==> config.mk <==
export PLATFORM = sky130hd
export DESIGN_NAME = mesi_isc_breq_arb
export DESIGN_NICKNAME = d
export VERILOG_FILES = /design/src/rtl/mesi_isc_breq_arb.sv
export SDC_FILE = /design/constraint.sdc
export NUM_CORES = 1
export LEC_CHECK = 0
export ABC_CLOCK_PERIOD_IN_PS = 4500
export BUFFER_PORTS_ARGS = -buffer_cell sky130_fd_sc_hd__buf_2
export CAP_MARGIN = 25
export CORE_MARGIN = 5
export CORE_UTILIZATION = 48
export DETAILED_ROUTE_END_ITERATION = 12
export PLACE_DENSITY = 0.87
export SKIP_CTS_REPAIR_TIMING = 1
export SYNTH_ARGS = -nofsm -noshare
export SYNTH_HDL_FRONTEND = slang
export SYNTH_SLANG_ARGS = --single-unit
==> constraint.sdc <==
create_clock -name clk -period 4.5 [get_ports clk]
set_input_delay 0.45 -clock clk [delete_from_list [all_inputs] [get_ports clk]]
set_output_delay 0.45 -clock clk [all_outputs]
set_load 0.01 [all_outputs]
==> src/rtl/mesi_isc_breq_arb.sv <==
// Round-robin arbiter feeding coherence broadcast requests from four
// CPU queues into the broadcast FIFO, tagging each with a rolling ID.
module mesi_isc_breq_arb #(
    parameter int ADDR_WIDTH       = 32,
    parameter int BROAD_TYPE_WIDTH = 2,
    parameter int BROAD_ID_WIDTH   = 5
) (
    input  logic                          clk,
    input  logic                          rst,
    input  logic [3:0]                    breq_valid_array_i,
    input  logic [4*BROAD_TYPE_WIDTH-1:0] breq_type_array_i,
    input  logic [4*ADDR_WIDTH-1:0]       breq_addr_array_i,
    input  logic                          fifo_status_full_i,
    output logic [3:0]                    breq_ack_array_o,
    output logic                          broad_fifo_wr_o,
    output logic [ADDR_WIDTH-1:0]         broad_addr_o,
    output logic [BROAD_TYPE_WIDTH-1:0]   broad_type_o,
    output logic [1:0]                    broad_cpu_id_o,
    output logic [BROAD_ID_WIDTH-1:0]     broad_id_o
);

    localparam logic [BROAD_TYPE_WIDTH-1:0] TYPE_NOP = BROAD_TYPE_WIDTH'(0);
    localparam logic [BROAD_TYPE_WIDTH-1:0] TYPE_RSV = BROAD_TYPE_WIDTH'(3);

    typedef enum logic {
        IDLE,
        ISSUE
    } state_t;

    state_t                      state;
    state_t                      state_nx;
    logic [1:0]                  last_grant;
    logic [BROAD_ID_WIDTH-1:0]   id_cnt;
    logic [3:0]                  elig;
    logic [1:0]                  win;
    logic [1:0]                  idx;
    logic                        found;
    logic                        issue;
    logic [BROAD_TYPE_WIDTH-1:0] cpu_type [4];

    always_comb begin
        for (int n = 0; n < 4; n++) begin
            cpu_type[n] = breq_type_array_i[n*BROAD_TYPE_WIDTH +: BROAD_TYPE_WIDTH];
            elig[n]     = breq_valid_array_i[n]
                          && (cpu_type[n] != TYPE_NOP)
                          && (cpu_type[n] != TYPE_RSV);
        end
    end

    // Scan starts one past the previous winner so every CPU gets a turn.
    always_comb begin
        win   = '0;
        idx   = '0;
        found = 1'b0;
        for (int i = 0; i < 4; i++) begin
            idx = last_grant + 2'(i + 1);
            if (!found && elig[idx]) begin
                found = 1'b1;
                win   = idx;
            end
        end
    end

    always_comb begin
        state_nx = state;
        issue    = 1'b0;
        unique case (state)
            IDLE: begin
                if (found && !fifo_status_full_i) begin
                    issue    = 1'b1;
                    state_nx = ISSUE;
                end
            end
            ISSUE: begin
                state_nx = IDLE;
            end
            default: begin
                state_nx = IDLE;
            end
        endcase
    end

    always_ff @(posedge clk or negedge rst) begin
        if (!rst) begin
            state            <= IDLE;
            last_grant       <= 2'd3;
            id_cnt           <= '0;
            broad_fifo_wr_o  <= 1'b0;
            breq_ack_array_o <= '0;
            broad_addr_o     <= '0;
            broad_type_o     <= '0;
            broad_cpu_id_o   <= '0;
            broad_id_o       <= '0;
        end else begin
            state            <= state_nx;
            broad_fifo_wr_o  <= issue;
            breq_ack_array_o <= issue ? (4'b0001 << win) : 4'b0000;
            if (issue) begin
                broad_addr_o   <= breq_addr_array_i[win*ADDR_WIDTH +: ADDR_WIDTH];
                broad_type_o   <= cpu_type[win];
                broad_cpu_id_o <= win;
                broad_id_o     <= id_cnt;
                last_grant     <= win;
                id_cnt         <= id_cnt + BROAD_ID_WIDTH'(1);
            end
        end
    end

endmodule

# Yosys cells after proc, flatten, opt, wreduce, memory -nomap -nowiden
# Cells that the tools add are included.
[totals] ff_bits=54 in_bits=143
[classes] add_sub_neg=4 order_cmp=5 n_eq_ne=4 n_shift=2 muxes=23 bitwise_logic=2 reduce_logical=20
[ops] operator="$shiftx 128x8->32" count=1
[ops] operator="$logic_and 1x1->1" count=12
[ops] operator="$lt 2x3->1 const B" count=4
[ops] operator="$mux 2" count=6
[ops] operator="$mux 1" count=10
[ops] operator="$bmux 1 s2" count=4
[ops] operator="$ne 2x2->1 const B" count=4
[ops] operator="$reduce_bool 2->1" count=4
[ops] operator="$add 5x1->5 const B" count=1
[ops] operator="$add 2x2->2 const B" count=2
[ops] operator="$bmux 2 s2" count=1
[ops] operator="$logic_not 1->1" count=4
[ops] operator="$mux 4" count=1
[ops] operator="$shl 1x2->4 const A" count=1
[ops] operator="$ge 3x3->1 const B" count=1
[ops] operator="$not 2->3" count=1
[ops] operator="$add 2x1->2 const B" count=1
[ops] operator="$pmux 1 s2" count=1
[ops] operator="$not 1->1" count=1

# Logic depth before layout (Yosys ltp)
# Gate-level depths: netlist of the first run.
[logic_depth] ltp_word=19 depth_mapped=8 depth_no_buf=8

# Worst setup path before layout of the first run
# Ideal clock, no wire load.
[synth_path] path_type="register -> register" from="register last_grant[1]" to="register broad_addr_o[8]" setup_time_ns=0.141 arrival_time_ns=1.970 slack_ns=2.390 stages_incl_launch_ff=8 synth_period_minus_slack_ns=2.110 cell_sequence="dfstp_2 > inv_1 > or4_4 > a31oi_1 > buf_4 > mux2_2 > o22ai_1 > a31oi_1"
[synth_via] elab_chain_len=16
[synth_rtl] item="start: declaration" line_no="32" text="logic [1:0] last_grant;"
[synth_rtl] item="start signal: assignment" line_no="103" text="last_grant <= win;"
[synth_rtl] item="branches (longest 16 deep; another with $add 2x1->2)"
[synth_rtl] item="end signal: assignment" line_no="99" text="broad_addr_o <= breq_addr_array_i[win*ADDR_WIDTH +: ADDR_WIDTH];"
[synth_rtl] item="end: declaration" line_no="16" text="output logic [ADDR_WIDTH-1:0] broad_addr_o,"
# Several ways; the timed one is not identified. The select of a mux whose other input is x is not followed.
# A chain may end at the register's enable or synchronous reset.

# Worst setup path after layout of the first run
[layout_path] from="input port breq_type_array_i[4]" to="register broad_type_o[0]"
[layout_via] elab_chain_len=19
[layout_rtl] item="start: declaration" line_no="11" text="input logic [4*BROAD_TYPE_WIDTH-1:0] breq_type_array_i,"
[layout_rtl] item="$reduce_bool 2->1" line_no="45" text="&& (cpu_type[n] != TYPE_NOP)"
[layout_rtl] item="$logic_and 1x1->1" line_no="45"
[layout_rtl] item="$logic_and 1x1->1" line_no="46" text="&& (cpu_type[n] != TYPE_RSV);"
[layout_rtl] item="$bmux 1 s2" line_no="57" text="if (!found && elig[idx]) begin"
[layout_rtl] item="$mux 1 (not written as such)" line_no="57"
[layout_rtl] item="$mux 1" line_no="57"
[layout_rtl] item="$logic_not 1->1" line_no="57"
[layout_rtl] item="$logic_and 1x1->1" line_no="57"
[layout_rtl] item="[2 not listed]"
[layout_rtl] item="$logic_and 1x1->1" line_no="57"
[layout_rtl] item="$mux 1" line_no="57"
[layout_rtl] item="$logic_not 1->1" line_no="57"
[layout_rtl] item="$logic_and 1x1->1" line_no="57"
[layout_rtl] item="$mux 2" line_no="57"
[layout_rtl] item="$not 2->3 (not written as such)" line_no="100" text="broad_type_o <= cpu_type[win];"
[layout_rtl] item="$bmux 2 s2" line_no="100"
[layout_rtl] item="$mux 2 (not written as such) (2 in a row)" line_no="100"
[layout_rtl] item="end signal: assignment" line_no="100"
[layout_rtl] item="end: declaration" line_no="17" text="output logic [BROAD_TYPE_WIDTH-1:0] broad_type_o,"
# Parallel ways exist; a longest one is shown, timed or not. The select of a mux whose other input is x is not followed.

==> results.json, run 1 <==
{
  "place_congestion": 0.910,
  "grt_max_degree": 54,
  "remaining_drc_errors": 0,
  "num_vias": 3249,
  "nets": 634,
  "synthCells": 309,
  "rows": 29,
  "maxCapViolations": 0,
  "yosysSeqAreaShare_pct": 41.4,
  "synth_top_family_by_area": "compound AO/OA/AOI/OAI gates",
  "period_share_pct": 67.3,
  "drv_slew": 0,
  "synthMuxAreaShare_pct": 15.9,
  "synth_top_flop_cell": "dfrtp_1",
  "yosys-top-cells-count": "dfrtp_1 (51), mux2i_1 (50), nand2_1 (41)",
  "first_global_vias": 3439,
  "cp-end-kind": "register",
  "max_clock_freq_mhz": 330,
  "synth-simple-area-share_pct": 10.0,
  "synth-compound-area-share_pct": 24.4,
  "yosys.area.top_type_share_pct": 39.8,
  "synthTopCellsByArea": "dfrtp_1 (40%), mux2i_1 (16%), nand2_1 (4.8%)",
  "worstPathMaxFanout": 25,
  "ant_nets": 0,
  "finalPower_w": 0.00191,
  "arrival_ns": 3.22,
  "outcome": "finished, final reports clean",
  "io_buffers": 188,
  "setup_slack_ns": 1.47,
  "fp.dieArea_um2": 8420,
  "wl_per_cell_um": 18.3,
  "dpl_worst_slack_ns": 1.13,
  "synth-edff-count": 0,
  "synth_nets": 453,
  "critPathLaunchType": "primary input",
  "grt_usage_pct": 24.0,
  "worstSkewPairLatency_ns": 0.30,
  "antenna_cells": 0,
  "synth-xor-area-share_pct": 3.00,
  "cts_buffer_depth": 2,
  "rsz0062_at_grt": "false",
  "path_clk_slew_ns": 0.09,
  "yosysWarningCount": 0,
  "p_leak_nw": 2.22,
  "wl_mm": 10.4,
  "ctsHtreeMaxLevel": 2,
  "grt-ovfl-total": 0,
  "hold_viol_final": 0,
  "layout_min_cycle_time_ns": 3.03,
  "ys_types": 44,
  "drt-initial-drc-count": 147,
  "avgSynthCellArea_um2": 10.4,
  "yosys_register_bits": 53,
  "die_w_um": 91.8,
  "powerDensity_nw_per_um2": 447,
  "initial_core_util_pct": 50.0,
  "dp_hpwl_mm": 8.09,
  "first_pass_iters": 4,
  "die_h_um": 91.8,
  "min_path_type": "primary input to async pin",
  "syn_to_final_growth_pct": 33.3,
  "grt_pass1_wl_mm": 16.3,
  "netlist_area_um2": 3210,
  "viasPerCell": 5.72,
  "synth.most_common_cell": "dfrtp_1",
  "final.setup.tns_ns": 0,
  "critical_path_class": "primary input to register",
  "worst_ep_required_time_ns": 4.69,
  "tightest_slew_ns": 0.851,
  "antenna_found_initial": 0,
  "core_area_um2": 6420,
  "cts.sinks": 53,
  "async_flop_share_pct": 100,
  "synth_adder_area_share_pct": 0.390,
  "relSlewSlack_pct": 43.3,
  "drive_gt1_share_pct": 47.9,
  "clock_skew_ns": 0.00888,
  "cts_tree": "built",
  "ios": 189,
  "final-setup-viol-count": 0,
  "root_buffer": "clkbuf_8",
  "ir_drop_mv": 0.235,
  "cts_made_buffers": 5,
  "synth_top_cell_by_area": "dfrtp_1"
}
-- layout make-up --
class | instances | area [µm²]
multi-input combinational | 232 | 1750
clock buffer | 6 | 82.6
fill | 525 | 2140
clock inverter | 2 | 13.8
timing repair buffer | 194 | 993
inverter | 4 | 15.0
sequential | 53 | 1330
tap | 77 | 96.3
-- where the power goes --
part	internal [W]	leakage [nW]	switching, W	total (W)
clock	0.000125	0.0512	0.000151	0.000275
sequential	0.000660	0.636	0.000124	0.000784
combinational	0.000386	1.53	0.000468	0.000853
total	0.00117	2.22	0.000742	0.00191
-- per-layer routing --
metal  vias up  routed length [µm]  track usage (%)
met5         -                   0                0
met4         0                 283             9.65
met3        24                1090             7.53
met2       202                5060             42.5
met1      1498                3940             26.7
li1       1525                   -                -
-- cell families after synthesis --
kind of cell,after synthesis
buffers and inverters,24
flip-flops,53
adder cells (fa/ha/maj),1
AND/OR/NAND/NOR,72
multiplexers,51
XOR/XNOR,11
AO/OA/AOI/OAI,97
-- per-stage QoR --
stage,cell area [µm²],hold WS [ns],utilization [%],cells
4_1_cts,4260,0.275,66.3,566
3_5_place_dp,4160,0.459,64.8,558
2_1_floorplan,3210,0.154,-,309
5_1_grt,4280,0.306,66.6,568
3_3_place_gp,4160,0.458,64.8,558
6_report,4280,0.250,66.6,568
-- path summary, 6_finish.rpt --
check,from,to,slack (ns),cells after the start
max,breq_type_array_i[4],broad_type_o[0],1.47,11
min,rst,broad_addr_o[10],0.25,2
max reg2reg,last_grant[1],broad_type_o[1],1.67,5
min reg2reg,broad_id_o[3],broad_id_o[3],0.48,2
max in group asynchronous,rst,broad_addr_o[12],3.80,2
min in group clk,breq_addr_array_i[4],broad_addr_o[4],0.47,3
-- placed cells by master, fill, tap and decap left out, types with 2 or more instances in the layout --
master    synthesis  layout
buf_6             4       2
a22oi_1           2       2
a211oi_1          9       9
a211oi_2          7       7
dfrtp_1          51      51
inv_1             3       3
clkbuf_8          0       6
nor2_1           20      20
a21oi_1          16      16
dfstp_2           2       2
buf_4             3       4
mux2i_1          50      50
o221ai_1         16      16
buf_2             6     188
a211o_1          15      15
o22ai_1           2       2
nand4_1           2       2
xor2_1            5       5
and2_1            2       2
o21ai_2           2       2
a31o_2           15      15
o21a_1            3       3
xnor2_1           6       6
nand2_1          41      41
-- registers in the layout, indices dropped and copies added, names as in the netlist --
name	cells
breq_ack_array_o	4
broad_addr_o	32
broad_id_o	5
broad_type_o	2
broad_cpu_id_o	2
last_grant	2
id_cnt	5
broad_fifo_wr_o	1
-- worst max-delay path: stages --
cell      delay, ns
buf_2          0.12
xor2_1         0.17
a22oi_1        0.37
nand2_1        0.09
nand2_1        0.08
buf_4          0.26
clkinv_1       0.36
buf_4          0.33
nand3_1        0.53
o22ai_1        0.23
a21o_1         0.20
Power figures use the tool's default switching activity.
==> run 2, diff against run 1 <==
Settings changed: ABC_CLOCK_PERIOD_IN_PS 4500 to 2800, CORE_UTILIZATION 48 to 44, PLACE_DENSITY 0.87 to 0.81.
Clock period 4.5 ns to 2.8 ns, I/O delays scaled along.
==> run 2 against run 1 <==
Net effect:
- combinational power up 62%
- power up 59%
- die area is 8.1% higher
- cell count rose by 4.6%
- largest power group unchanged
- routed wire length shrank 4.4%
- non-clock buffer count is 5 higher
- via count decreased by 1.9%
==> results.json, run 2 (synthesized netlist as in run 1, its figures left out) <==
{
  "outcome": "finished, final reports clean",
  "clockPowerShare_pct": 14.0,
  "worst_ep_required_time_ns": 2.98,
  "worstPathMaxFanout": 19,
  "ctsHtreeMaxLevel": 2,
  "num_vias": 3188,
  "final_cell_mix": "buf_2 (188), dfrtp_1 (51), mux2i_1 (50)",
  "initial_core_util_pct": 44.7,
  "ant_nets": 0,
  "wl_mm": 9.92,
  "final-setup-viol-count": 0,
  "antenna_cells": 0,
  "timing.rr.start": "last_grant[1]",
  "largest-register": "broad_addr_o",
  "fp.dieArea_um2": 9100,
  "cts_buffer_depth": 2,
  "antenna_found_initial": 0,
  "setup.worst_path.end": "broad_type_o[0]",
  "grt-ovfl-total": 0,
  "rsz0062_at_grt": "false",
  "p_int_w": 0.00189,
  "root_buffer": "clkbuf_8",
  "nets": 639,
  "clock_skew_ns": 0.00895,
  "drt-initial-drc-count": 70,
  "viasPerCell": 5.37,
  "grt_usage_pct": 20.9,
  "stdcell_count": 594,
  "grt_pass1_wl_mm": 15.2,
  "hold_viol_final": 0,
  "ios": 189,
  "die_w_um": 95.4,
  "worstSkewPairLatency_ns": 0.29,
  "startpoint": "last_grant[1]",
  "wl_per_cell_um": 16.7,
  "first_global_vias": 3302,
  "drv_slew": 0,
  "die_h_um": 95.4,
  "layout_min_cycle_time_ns": 2.44,
  "largest_reg_flops": 32,
  "drive_gt1_share_pct": 48.1,
  "ir_drop_mv": 0.300,
  "switching_share_pct": 38.0,
  "dp_hpwl_mm": 7.89,
  "powerDensity_nw_per_um2": 703,
  "remaining_drc_errors": 0,
  "grt_max_degree": 34,
  "final_common_cell": "buf_2",
  "cp-end-kind": "register",
  "relSlewSlack_pct": 51.3,
  "critPathLaunchType": "register",
  "syn_to_final_growth_pct": 35.2,
  "path_clk_slew_ns": 0.09,
  "p_seq_share_pct": 40.8,
  "cts.sinks": 53,
  "critical_path_class": "register to register",
  "placed_cells": 587,
  "final.setup.tns_ns": 0,
  "cts_tree": "built",
  "rows": 31,
  "switchingPower_w": 0.00116,
  "holdWs_ns": 0.0165,
  "p_leak_nw": 2.24,
  "p_comb_share_pct": 45.2,
  "reg2reg_slack_ns": 0.36,
  "max_clock_freq_mhz": 410,
  "min_path_type": "primary input to async pin",
  "maxCapViolations": 0,
  "period_share_pct": 87.0,
  "tightest_slew_ns": 0.730,
  "place_congestion": 0.821,
  "io_buffers": 188,
  "first_pass_iters": 4,
  "cts_made_buffers": 5,
  "reg_top3": "broad_addr_o x32, broad_id_o x5, id_cnt x5",
  "core_area_um2": 7180,
  "r2r.worst_path.cells": 7,
  "regToRegEndpoint": "broad_type_o[0]",
  "arrival_ns": 2.62
}
[run 2: cell types whose count changed in the layout (fill, tap and decap cells not counted)]
| cell | before | now |
|---|---|---|
| buf_6 | 2 | 0 |
| buf_12 | 0 | 1 |
| clkbuf_1 | 0 | 1 |
| clkinv_2 | 1 | 0 |
| clkinv_4 | 1 | 0 |
| buf_4 | 4 | 10 |
[run 2: routing by layer]
| metal | up-vias | global-route usage (%) | part of all wire, % |
|---|---|---|---|
| met3 | 16 | 5.68 | 12 |
| met4 | 0 | 6.40 | 1.6 |
| li1 | 1532 | - | - |
| met1 | 1466 | 25.0 | 38 |
| met5 | - | 0 | 0 |
| met2 | 174 | 36.6 | 49 |
[run 2: through the flow]
step / power [W] / cell area, µm² / utilization, % / setup slack, ns
2_1_floorplan: 0.00209 / 3210 / - / 0.690
3_3_place_gp: 0.00262 / 4250 / 59.3 / 0.454
3_5_place_dp: 0.00266 / 4250 / 59.3 / 0.385
4_1_cts: 0.00310 / 4340 / 60.5 / 0.366
5_1_grt: 0.00328 / 4340 / 60.5 / 0.235
6_report: 0.00305 / 4340 / 60.5 / 0.363
[run 2: area by class of cell]
class / count / area [µm²]
Clock buffer: 7 / 86.3
Multi-Input combinational cell: 232 / 1750
Fill cell: 647 / 2840
Sequential cell: 53 / 1330
Inverter: 4 / 15.0
Timing Repair Buffer: 199 / 1040
Tap cell: 99 / 124
[run 2: how the worst min path moves through the flow]
stage / cells after the start / slack (ns) / to
2_1_floorplan: 0 / -0.02 / breq_ack_array_o[0]
3_3_place_gp: 1 / 0.36 / broad_addr_o[7]
3_5_place_dp: 1 / 0.36 / broad_addr_o[7]
4_1_cts: 1 / 0.03 / breq_ack_array_o[1]
5_1_grt: 1 / 0.05 / broad_addr_o[7]
6_report: 1 / 0.02 / breq_ack_array_o[1]
[run 2: worst max-delay path, stage by stage, from the launching register on]
cell and delay, ns:
dfstp_2 0.58, inv_1 0.08, or4_4 0.53, o211a_1 0.36, nand3_1 0.18, buf_4 0.26
o22ai_1 0.14, a21o_1 0.20
[run 2: power groups by stage]
stage	Clock, W	Combinational (W)	Sequential (W)
global placement	0	0.00137	0.00125
finish	0.000426	0.00138	0.00125
global route	0.000474	0.00152	0.00128
floorplan	0	0.000741	0.00135
CTS	0.000443	0.00141	0.00125
detailed placement	0	0.00141	0.00125
==> run 3, diff against run 2 <==
--- a/config.mk
+++ b/config.mk
@@ -7,5 +7,5 @@
 export LEC_CHECK = 0
 export ABC_CLOCK_PERIOD_IN_PS = 2800
-export BUFFER_PORTS_ARGS = -buffer_cell sky130_fd_sc_hd__buf_2
+export BUFFER_PORTS_ARGS = -buffer_cell sky130_fd_sc_hd__buf_4
 export CAP_MARGIN = 25
 export CORE_MARGIN = 5
==> constraint.sdc (replaced) <==
create_clock -name clk -period 2.8 [get_ports clk]
set_input_delay 0.42 -clock clk [delete_from_list [all_inputs] [get_ports clk]]
set_output_delay 0.42 -clock clk [all_outputs]
set_load 0.01 [all_outputs]
==> run 3 against run 2 <==
Net effect:
- global-route usage increased by 2.0 points
- core utilization grew 6.5 points
- cell area is 11% higher
- die area unchanged
- clock power up 17%
- non-clock buffer count down 3
- largest power group unchanged
==> results.json, run 3 (synthesized netlist as in run 1, its figures left out) <==
{
  "outcome": "finished, final reports clean",
  "ctsHtreeMaxLevel": 2,
  "viasPerCell": 5.50,
  "period_share_pct": 87.8,
  "wl_mm": 10.6,
  "die_w_um": 95.4,
  "r2r.worst_path.cells": 7,
  "rows": 31,
  "place_congestion": 0.891,
  "relSlewSlack_pct": 48.7,
  "final-setup-viol-count": 0,
  "wl_per_cell_um": 18.0,
  "grt_max_degree": 54,
  "cp-end-kind": "register",
  "startpoint": "last_grant[1]",
  "cts_tree": "built",
  "regToRegEndpoint": "broad_type_o[0]",
  "first_global_vias": 3337,
  "tightest_slew_ns": 0.769,
  "grt_pass1_wl_mm": 16.3,
  "largest_reg_flops": 32,
  "min_path_type": "primary input to async pin",
  "largest-register": "broad_addr_o",
  "nets": 636,
  "ir_drop_mv": 0.305,
  "final_common_cell": "buf_4",
  "antenna_found_initial": 0,
  "cts_buffer_depth": 2,
  "first_pass_iters": 4,
  "final_cell_mix": "buf_4 (195), dfrtp_1 (51), mux2i_1 (50)",
  "placed_cells": 584,
  "arrival_ns": 2.65,
  "grt_usage_pct": 22.9,
  "maxCapViolations": 0,
  "drive_gt1_share_pct": 48.0,
  "hold_viol_final": 0,
  "num_vias": 3253,
  "remaining_drc_errors": 0,
  "final.setup.tns_ns": 0,
  "cts.sinks": 53,
  "syn_to_final_growth_pct": 49.7,
  "max_clock_freq_mhz": 407,
  "path_clk_slew_ns": 0.10,
  "drv_slew": 0,
  "die_h_um": 95.4,
  "core_area_um2": 7180,
  "ant_nets": 0,
  "dp_hpwl_mm": 8.30,
  "antenna_cells": 0,
  "layout_min_cycle_time_ns": 2.46,
  "cts_made_buffers": 5,
  "stdcell_count": 591,
  "critPathLaunchType": "register",
  "grt-ovfl-total": 0,
  "worst_ep_required_time_ns": 2.99,
  "p_leak_nw": 2.39,
  "timing.rr.start": "last_grant[1]",
  "reg2reg_slack_ns": 0.34,
  "io_buffers": 188,
  "fp.dieArea_um2": 9100,
  "clock_skew_ns": 0.0157,
  "drt-initial-drc-count": 140,
  "root_buffer": "clkbuf_8",
  "initial_core_util_pct": 44.7,
  "reg_top3": "broad_addr_o x32, broad_id_o x5, id_cnt x5",
  "worstPathMaxFanout": 19,
  "powerDensity_nw_per_um2": 692,
  "rsz0062_at_grt": "false",
  "worstSkewPairLatency_ns": 0.30,
  "critical_path_class": "register to register",
  "ios": 189
}
==> run 3: cell count changes in the layout (fill, tap and decap cells not counted) <==
cell,before,now
clkbuf_1,1,0
clkbuf_8,6,5
buf_4,10,195
bufinv_16,0,1
buf_2,188,0
clkinv_2,0,1
==> run 3: layout make-up <==
type,count,area [µm²]
Tap cell,99,124
Fill cell,577,2370
Multi-Input combinational cell,232,1750
Inverter,4,15.0
Clock inverter,2,35.0
Clock buffer,5,68.8
Timing Repair Buffer,196,1480
Sequential cell,53,1330
==> run 3: stage by stage <==
stage / power, W / instance area [µm²] / hold WS (ns) / setup slack, ns / util, %
3_5_place_dp: 0.00286 / 4700 / 0.465 / 0.384 / 65.5
2_1_floorplan: 0.00209 / 3210 / 0.124 / 0.690 / -
6_report: 0.00333 / 4810 / 0.130 / 0.343 / 67.0
4_1_cts: 0.00337 / 4810 / 0.159 / 0.374 / 67.0
3_3_place_gp: 0.00282 / 4700 / 0.463 / 0.426 / 65.5
5_1_grt: 0.00356 / 4810 / 0.197 / 0.239 / 67.0
==> run 3: critical path: stages, from the launching register on <==
cell	delay, ns
dfstp_2	0.58
inv_1	0.08
or4_4	0.53
o211a_1	0.36
nand3_1	0.19
buf_4	0.26
o22ai_1	0.14
a21o_1	0.20
==> run 3: how the worst max path moves through the flow <==
stage / to / slack (ns) / depth (start not counted)
3_5_place_dp: broad_type_o[0] / 0.38 / 9
2_1_floorplan: broad_addr_o[8] / 0.69 / 7
3_3_place_gp: broad_type_o[0] / 0.43 / 8
4_1_cts: broad_type_o[0] / 0.37 / 7
6_report: broad_type_o[0] / 0.34 / 7
5_1_grt: broad_type_o[0] / 0.24 / 7
==> run 3: report_power, final <==
group	internal (W)	total (W)	switching, W	leakage, nW
Combinational	0.000814	0.00157	0.000760	1.70
Sequential	0.00106	0.00126	0.000195	0.636
Clock	0.000260	0.000497	0.000237	0.0540
Total	0.00214	0.00333	0.00119	2.39
==> run 3: routing by layer <==
metal / part of all wire, % / vias up / track usage (%)
li1: - / 1523 / -
met1: 36 / 1527 / 26.9
met2: 50 / 189 / 41.0
met3: 13 / 14 / 7.34
met4: 1.0 / 0 / 4.50
met5: 0 / - / 0
